--- config.mk ---
export PLATFORM = sky130hd
export DESIGN_NAME = confirm_input_conditioner
export DESIGN_NICKNAME = d
export VERILOG_FILES = /design/src/rtl/bulls_cows_pkg.sv /design/src/rtl/confirm_input_conditioner_input_sync.sv /design/src/rtl/confirm_input_conditioner.sv
export SDC_FILE = /design/constraint.sdc
export NUM_CORES = 1
export LEC_CHECK = 0
export ABC_CLOCK_PERIOD_IN_PS = 2900
export CORE_MARGIN = 5
export CORE_UTILIZATION = 51
export CTS_BUF_LIST = sky130_fd_sc_hd__clkbuf_8
export DETAILED_ROUTE_END_ITERATION = 12
export GPL_TIMING_DRIVEN = 0
export PLACE_DENSITY = 0.75
export SYNTH_ARGS = -nofsm -noshare
export SYNTH_HDL_FRONTEND = slang
export SYNTH_SLANG_ARGS = --single-unit
--- constraint.sdc ---
create_clock -name clock -period 2.9 [get_ports clock]
set_input_delay 0.435 -clock clock [delete_from_list [all_inputs] [get_ports clock]]
set_output_delay 0.435 -clock clock [all_outputs]
set_load 0.05 [all_outputs]
--- src/rtl/bulls_cows_pkg.sv ---
// Shared types and board defaults for the bullsCows input/game slice.
package bulls_cows_pkg;

    // Debouncer states; RELEASE_WAIT doubles as the reset state so a held
    // button must be seen released before it can be accepted.
    typedef enum logic [1:0] {
        IDLE,
        PRESS_WAIT,
        PRESSED,
        RELEASE_WAIT
    } debounce_state_t;

    localparam int unsigned DEFAULT_CLK_FREQ_HZ = 100_000_000;
    localparam int unsigned DEFAULT_DEBOUNCE_MS = 10;
    localparam int unsigned GUESS_WIDTH         = 16;

endpackage

--- src/rtl/confirm_input_conditioner_input_sync.sv ---
// Multi-flop synchroniser chain for asynchronous board inputs.
module input_sync #(
    parameter int unsigned WIDTH  = 1,
    parameter int unsigned STAGES = 2
) (
    input  logic             clk,
    input  logic             rst_n,
    input  logic [WIDTH-1:0] d,
    output logic [WIDTH-1:0] q
);

    logic [WIDTH-1:0] chain [STAGES];

    // Shift the raw input through STAGES flops, all cleared on reset.
    always_ff @(posedge clk) begin
        if (!rst_n) begin
            for (int unsigned i = 0; i < STAGES; i++) begin
                chain[i] <= '0;
            end
        end else begin
            chain[0] <= d;
            for (int unsigned i = 1; i < STAGES; i++) begin
                chain[i] <= chain[i-1];
            end
        end
    end

    assign q = chain[STAGES-1];

endmodule

--- src/rtl/confirm_input_conditioner.sv ---
// Synchronises the guess switches and confirm button, debounces the button
// and emits a one-cycle confirm pulse with a switch snapshot.
module confirm_input_conditioner
    import bulls_cows_pkg::*;
#(
    parameter int unsigned CLK_FREQ_HZ     = DEFAULT_CLK_FREQ_HZ,
    parameter int unsigned DEBOUNCE_MS     = DEFAULT_DEBOUNCE_MS,
    parameter int unsigned DEBOUNCE_CYCLES = CLK_FREQ_HZ / 1000 * DEBOUNCE_MS,
    parameter int unsigned SW_WIDTH        = GUESS_WIDTH,
    parameter int unsigned SYNC_STAGES     = 2
) (
    input  logic                clock,
    input  logic                CPU_RESETN,
    input  logic [SW_WIDTH-1:0] SW,
    input  logic                btn_confirm,
    output logic [SW_WIDTH-1:0] guess,
    output logic                confirm,
    output logic                btn_level
);

    localparam int unsigned         CNT_W    = $clog2(DEBOUNCE_CYCLES + 1);
    localparam logic [CNT_W-1:0]    CNT_LAST = CNT_W'(DEBOUNCE_CYCLES - 1);
    localparam logic [CNT_W-1:0]    CNT_MAX  = CNT_W'(DEBOUNCE_CYCLES);
    localparam logic [CNT_W-1:0]    CNT_ONE  = CNT_W'(1);

    logic [SW_WIDTH-1:0] sw_s;
    logic                btn_s;

    debounce_state_t     state, state_n;
    logic [CNT_W-1:0]    cnt, cnt_n, cnt_inc;
    logic                pulse;
    logic                level_n;

    input_sync #(
        .WIDTH  (SW_WIDTH),
        .STAGES (SYNC_STAGES)
    ) u_sw_sync (
        .clk   (clock),
        .rst_n (CPU_RESETN),
        .d     (SW),
        .q     (sw_s)
    );

    input_sync #(
        .WIDTH  (1),
        .STAGES (SYNC_STAGES)
    ) u_btn_sync (
        .clk   (clock),
        .rst_n (CPU_RESETN),
        .d     (btn_confirm),
        .q     (btn_s)
    );

    assign cnt_inc = (cnt == CNT_MAX) ? cnt : cnt + CNT_ONE;

    // Next-state, counter and pulse decision; the entering sample counts as 1.
    always_comb begin
        state_n = state;
        cnt_n   = cnt;
        pulse   = 1'b0;
        unique case (state)
            IDLE: begin
                if (btn_s) begin
                    state_n = PRESS_WAIT;
                    cnt_n   = CNT_ONE;
                end
            end
            PRESS_WAIT: begin
                if (!btn_s) begin
                    state_n = IDLE;
                    cnt_n   = '0;
                end else if (cnt == CNT_LAST) begin
                    state_n = PRESSED;
                    cnt_n   = '0;
                    pulse   = 1'b1;
                end else begin
                    cnt_n = cnt_inc;
                end
            end
            PRESSED: begin
                if (!btn_s) begin
                    state_n = RELEASE_WAIT;
                    cnt_n   = CNT_ONE;
                end
            end
            RELEASE_WAIT: begin
                if (btn_s) begin
                    state_n = PRESSED;
                    cnt_n   = '0;
                end else if (cnt == CNT_LAST) begin
                    state_n = IDLE;
                    cnt_n   = '0;
                end else begin
                    cnt_n = cnt_inc;
                end
            end
            default: begin
                state_n = IDLE;
                cnt_n   = '0;
            end
        endcase
        // Level follows the state, except the post-reset RELEASE_WAIT keeps it
        // low until the button has actually been seen pressed.
        level_n = (state_n == PRESSED) || (btn_level && (state_n == RELEASE_WAIT));
    end

    // State, counter and registered outputs; guess only moves on a pulse.
    always_ff @(posedge clock) begin
        if (!CPU_RESETN) begin
            state     <= RELEASE_WAIT;
            cnt       <= '0;
            confirm   <= 1'b0;
            btn_level <= 1'b0;
            guess     <= '0;
        end else begin
            state     <= state_n;
            cnt       <= cnt_n;
            confirm   <= pulse;
            btn_level <= level_n;
            if (pulse) begin
                guess <= sw_s;
            end
        end
    end

endmodule

# After elaboration in Yosys (flattened, before gate mapping)
# Memories as Yosys holds them, arrays and structs flattened. A register that Yosys moved wholly into a read port is not among the register bits.
# Cells that the tools add are included.
[word_totals]
reg_bits = 24
ram_bits = 34
input_bits = 19
output_inout_bits = 18
wordCells = 48
mem_count = 2
[mem_list]
columns = ["name", "depth", "width", "read_ports", "rd_ports_with_merged_regs", "write_ports", "line", "rtl"]
rows = [
  ["u_sw_sync.chain", 2, 16, 2, 1, 2, "confirm_input_conditioner_input_sync.sv:12", "logic [WIDTH-1:0] chain [STAGES];"],
  ["u_btn_sync.chain", 2, 1, 2, 0, 2, "confirm_input_conditioner_input_sync.sv:12", ""],
]
[classes]
add_sub_neg = 1
n_eq_ne = 9
mux = 23
bitwise_logic = 4
n_reduce_logical = 5
[op_table]
columns = ["operator", "n"]
rows = [
  ["$mux 20", 6],
  ["$pmux 20 s4", 1],
  ["$eq 20x20->1 const B", 2],
  ["$mux 16", 2],
  ["$add 20x1->20 const B", 1],
  ["$mux 2", 6],
  ["$eq 2x2->1 const B", 4],
  ["$pmux 2 s4", 1],
  ["$mux 1", 7],
  ["$ne 2x2->1 const B", 2],
  ["$or 1x1->1", 4],
  ["$eq 2x1->1 const B", 1],
  ["$logic_not 2->1", 1],
  ["$reduce_and 2->1", 1],
  ["$logic_and 1x1->1", 1],
  ["$logic_not 1->1", 1],
  ["$logic_or 1x1->1", 1],
]

# Depth between registers and ports, before layout
[logic_depth]
word_depth = 7
ltp_mapped = 8
mapped_depth_nobuf = 6

# Cells and area by module
# From an unflattened synthesis, not the netlist that was laid out.
[hier_totals]
cells_unflattened = 328
hier_area_um2 = 2999.1
[by_module_without_submodules]
columns = ["mod", "instances", "cells_each", "area_each_um2"]
rows = [
  ["confirm_input_conditioner", 1, 241, 1930.6],
  ["input_sync (u_sw_sync)", 1, 83, 1016.0],
  ["input_sync (u_btn_sync)", 1, 4, 52.6],
]

# Least setup slack after synthesis
# OpenSTA, ideal clock, no wires.
[synth_path]
path_type = "reg2reg"
start = "register cnt[0]"
end = "register guess[0], read port of u_sw_sync.chain"
arrival_ps = 1925
required_time_ps = 2772
path_slack_ps = 847
path_stages_with_launch = 9
cell_sequence = "dfxtp_1 -> ha_1 -> nand3_2 -> or3_4 -> nor4_2 -> buf_6 -> buf_12 -> mux2i_1 -> nor2_1"
[synth_between]
elab_chain_len = 4
[synth_lines]
columns = ["element", "line", "rtl"]
rows = [
  ["from (decl)", "confirm_input_conditioner.sv:30", "logic [CNT_W-1:0] cnt, cnt_n, cnt_inc;"],
  ["from (signal assigned)", "confirm_input_conditioner.sv:117", "cnt <= cnt_n;"],
  ["$eq 20x20->1", "confirm_input_conditioner.sv:72", "end else if (cnt == CNT_LAST) begin"],
  ["$mux 1", "confirm_input_conditioner.sv:72", ""],
  ["$mux 1", "confirm_input_conditioner.sv:69", "if (!btn_s) begin"],
  ["$mux 1", "confirm_input_conditioner.sv:61", "unique case (state)"],
  ["to (decl)", "confirm_input_conditioner.sv:16", "output logic [SW_WIDTH-1:0] guess,"],
]
# No other way between the ends.
# A chain may end at the register's enable or synchronous reset.

# Worst setup path after layout
[layout_path]
start = "register cnt[0]"
end = "register cnt[8]"
[layout_between]
elab_chain_len = 5
elab_cells_between_ends = 8
classes_between = "1 x add/sub; 2 x eq/ne; 5 x mux"
[layout_lines]
columns = ["element", "line", "rtl"]
rows = [
  ["$add 20x1->20 or $eq 20x20->1 (tied branches)", "confirm_input_conditioner.sv:54", "assign cnt_inc = (cnt == CNT_MAX) ? cnt : cnt + CNT_ONE;"],
  ["$mux 20", "confirm_input_conditioner.sv:54", ""],
  ["$mux 20 (*)", "confirm_input_conditioner.sv:72, confirm_input_conditioner.sv:90", ""],
  ["$mux 20 (on tied branches)", "confirm_input_conditioner.sv:87, confirm_input_conditioner.sv:69", ""],
  ["$pmux 20 s4 (*)", "confirm_input_conditioner.sv:61", ""],
]
# Mark *: on every way between the ends. The rest lies on a longest branch, timed or not.

==> metrics.yaml <==
grtUsageTotal_pct: 17.5
numPortBuffers: 36
final-hold-violation-count: 0
grt_pass1_vias: 2011
wl_per_cell_um: 13.5
max_cap_violations: 0
drc: 0
rows: 27
dieArea_um2: 7050
antenna_found_initial: 0
grt-ovfl-total: 0
clockBufferDepth: 2
drt_iter0_drc: 95
ir_worst_vdd_mv: 0.336
tns_ns: 0
die_w_um: 84.0
postCtsSetupBuffers: 0
syn_area_um2: 2790
start_util_pct: 51.6
fin_skew_ns: 0.0128
worst-slew-pin-transition_ns: 0.557
root_buffer: "clkbuf_8"
critPathTopFamily: "compound AO/OA/AOI/OAI gates"
status: "complete, no violations"
hold_class: "flop to flop"
via_per_inst: 5.23
ys_warn_count: 0
cts_num_sinks: 74
setup_violations: 0
crit_type: "flop to flop"
fin_crit_sh_pct: 81.9
ys_async_sr_fraction_pct: 0
layout.cells.most_common: "dfxtp_1"
dpl.cell_count: 395
arrival_ns: 2.61
cts.htree.levels: 3
clk_pin_slew_ns: 0.08
avgSynthCellArea_um2: 9.72
fin_cells: 411
core_um2: 5410
pwr_density_cell_nw_per_um2: 560
max_slew_margin_pct: 62.5
drt-total-wl_mm: 5.54
synth.distinct_cells: 44
synthCells: 287
synth_edf_count: 0
final_nets: 355
fmax_mhz: 421
power_leakage_nw: 1.28
nFillCells: 464
cts_tree: "done"
synth_ff_type: "dfxtp_1"
cp_slowest_stage_delay_ns: 0.43
path_max_fanout: 10
grt_setup_unrepaired: "no"
cp_num_buf_inv: 1
ant_nets: 0
hold_buffers: 0
slowest_stage: "dfxtp_1"
path_cells: "ha_1 > nand3_2 > or3_4 > o31ai_1 > buf_4 > nor3_1 > a211o_1"
ys_ff_latch: 74
grt_pass1_wl_mm: 9.65
insertion_delay_ns: 0.36
num_vias: 2151
ios: 37
period_minus_slack_ns: 2.38
ctsResizeCount: 0
worstSetupStartpointType: "flop"
die_h_um: 84.0
cts_buffers: 9
area_growth_pct: 23.0
dr.pass1.iters: 4
ys_seq_area_share_pct: 53.1
final-max-slew-violation-count: 0
drive_gt1_share_pct: 7.08
crit_required_ns: 3.14
grt_max_degree: 14
cp-end-kind: "flop"
most-common-layout-cells: "dfxtp_1 (74), and2_1 (36), clkdlybuf4s50_1 (36), nor2_1 (24), nand2_1 (18)"
layout.area.seq_um2: 1480
hpwl_mm: 3.87
routabilityCongestion: 0.824
multi_input_area_um2: 1200
antenna_cells: 0
synth_fp_nets: 308
registers in the layout, summed over array words and instances, names as in the netlist:
register / flops
cnt: 20
u_sw_sync.chain: 32
confirm: 1
state: 2
btn_level: 1
u_btn_sync.chain: 2
guess: 16
area by class of cell:
class	instances	share of cell area, %
sequential	74	43.1
inverter	10	1.09
timing repair buffer	36	10.5
multi-input combinational	192	35.0
clock buffer	9	3.61
clock inverter	7	2.00
tap	72	2.62
buffer	11	2.04
metal layers:
layer	GRT usage, %	up-vias	part of all wire [%]
li1	-	1088	-
met1	21.9	998	46
met2	26.8	54	46
met3	4.94	11	5.8
met4	9.80	0	2.6
met5	0	-	0
final timing paths:
path                                             start                     end  slack [ns]  cells after the start
worst max-delay path                            cnt[0]                  cnt[8]        0.52                      7
worst min-delay path            u_sw_sync.chain[0][12]  u_sw_sync.chain[1][12]        0.43                      1
worst max register to register                  cnt[0]                  cnt[8]        0.52                      7
worst min register to register  u_sw_sync.chain[0][12]  u_sw_sync.chain[1][12]        0.43                      1
cells in the mapped netlist (all sizes together) (7+ instances only):
library cell	instances	area (um2)
nor3	8	40.0
nand3	13	70.1
nand2	18	67.6
mux2i	17	170
clkbuf	7	26.3
inv	10	37.5
o21ai	10	50.0
nand4	8	50.1
dfxtp	74	1480
nor2	24	90.1
a21oi	11	55.1
and2	36	225
through the flow:
stage          total power (W)  cell area (um2)  hold slack (ns)  setup WS (ns)  util, %
2_1_floorplan          0.00112             2790            0.412          0.847        -
4_1_cts                0.00194             3430            0.431          0.552     63.5
3_5_place_dp           0.00117             3240            0.419          0.590     60.0
3_3_place_gp           0.00117             3240            0.414          0.625     60.0
6_report               0.00192             3430            0.429          0.524     63.5
5_1_grt                0.00201             3430            0.451          0.345     63.5
report_power, final:
part	switching [W]	internal, W	total, W
registers	0.0000107	0.00104	0.00105
logic	0.0000447	0.0000479	0.0000926
clock network	0.000383	0.000395	0.000778
kinds of logic (layout without fill, tap and decap cells):
kind of cell    Yosys count  in the layout  share of synthesized area [%]
compound gates           42             42                           9.73
xor+xnor                  6              6                           2.15
fa+ha+maj                 2              2                          0.897
buf+inv                  21             73                           3.86
flops                    74             74                           53.1
mux                      17             17                           6.10
simple gates            125            125                           24.2
Note: power is estimated with default switching activity, not from simulation.
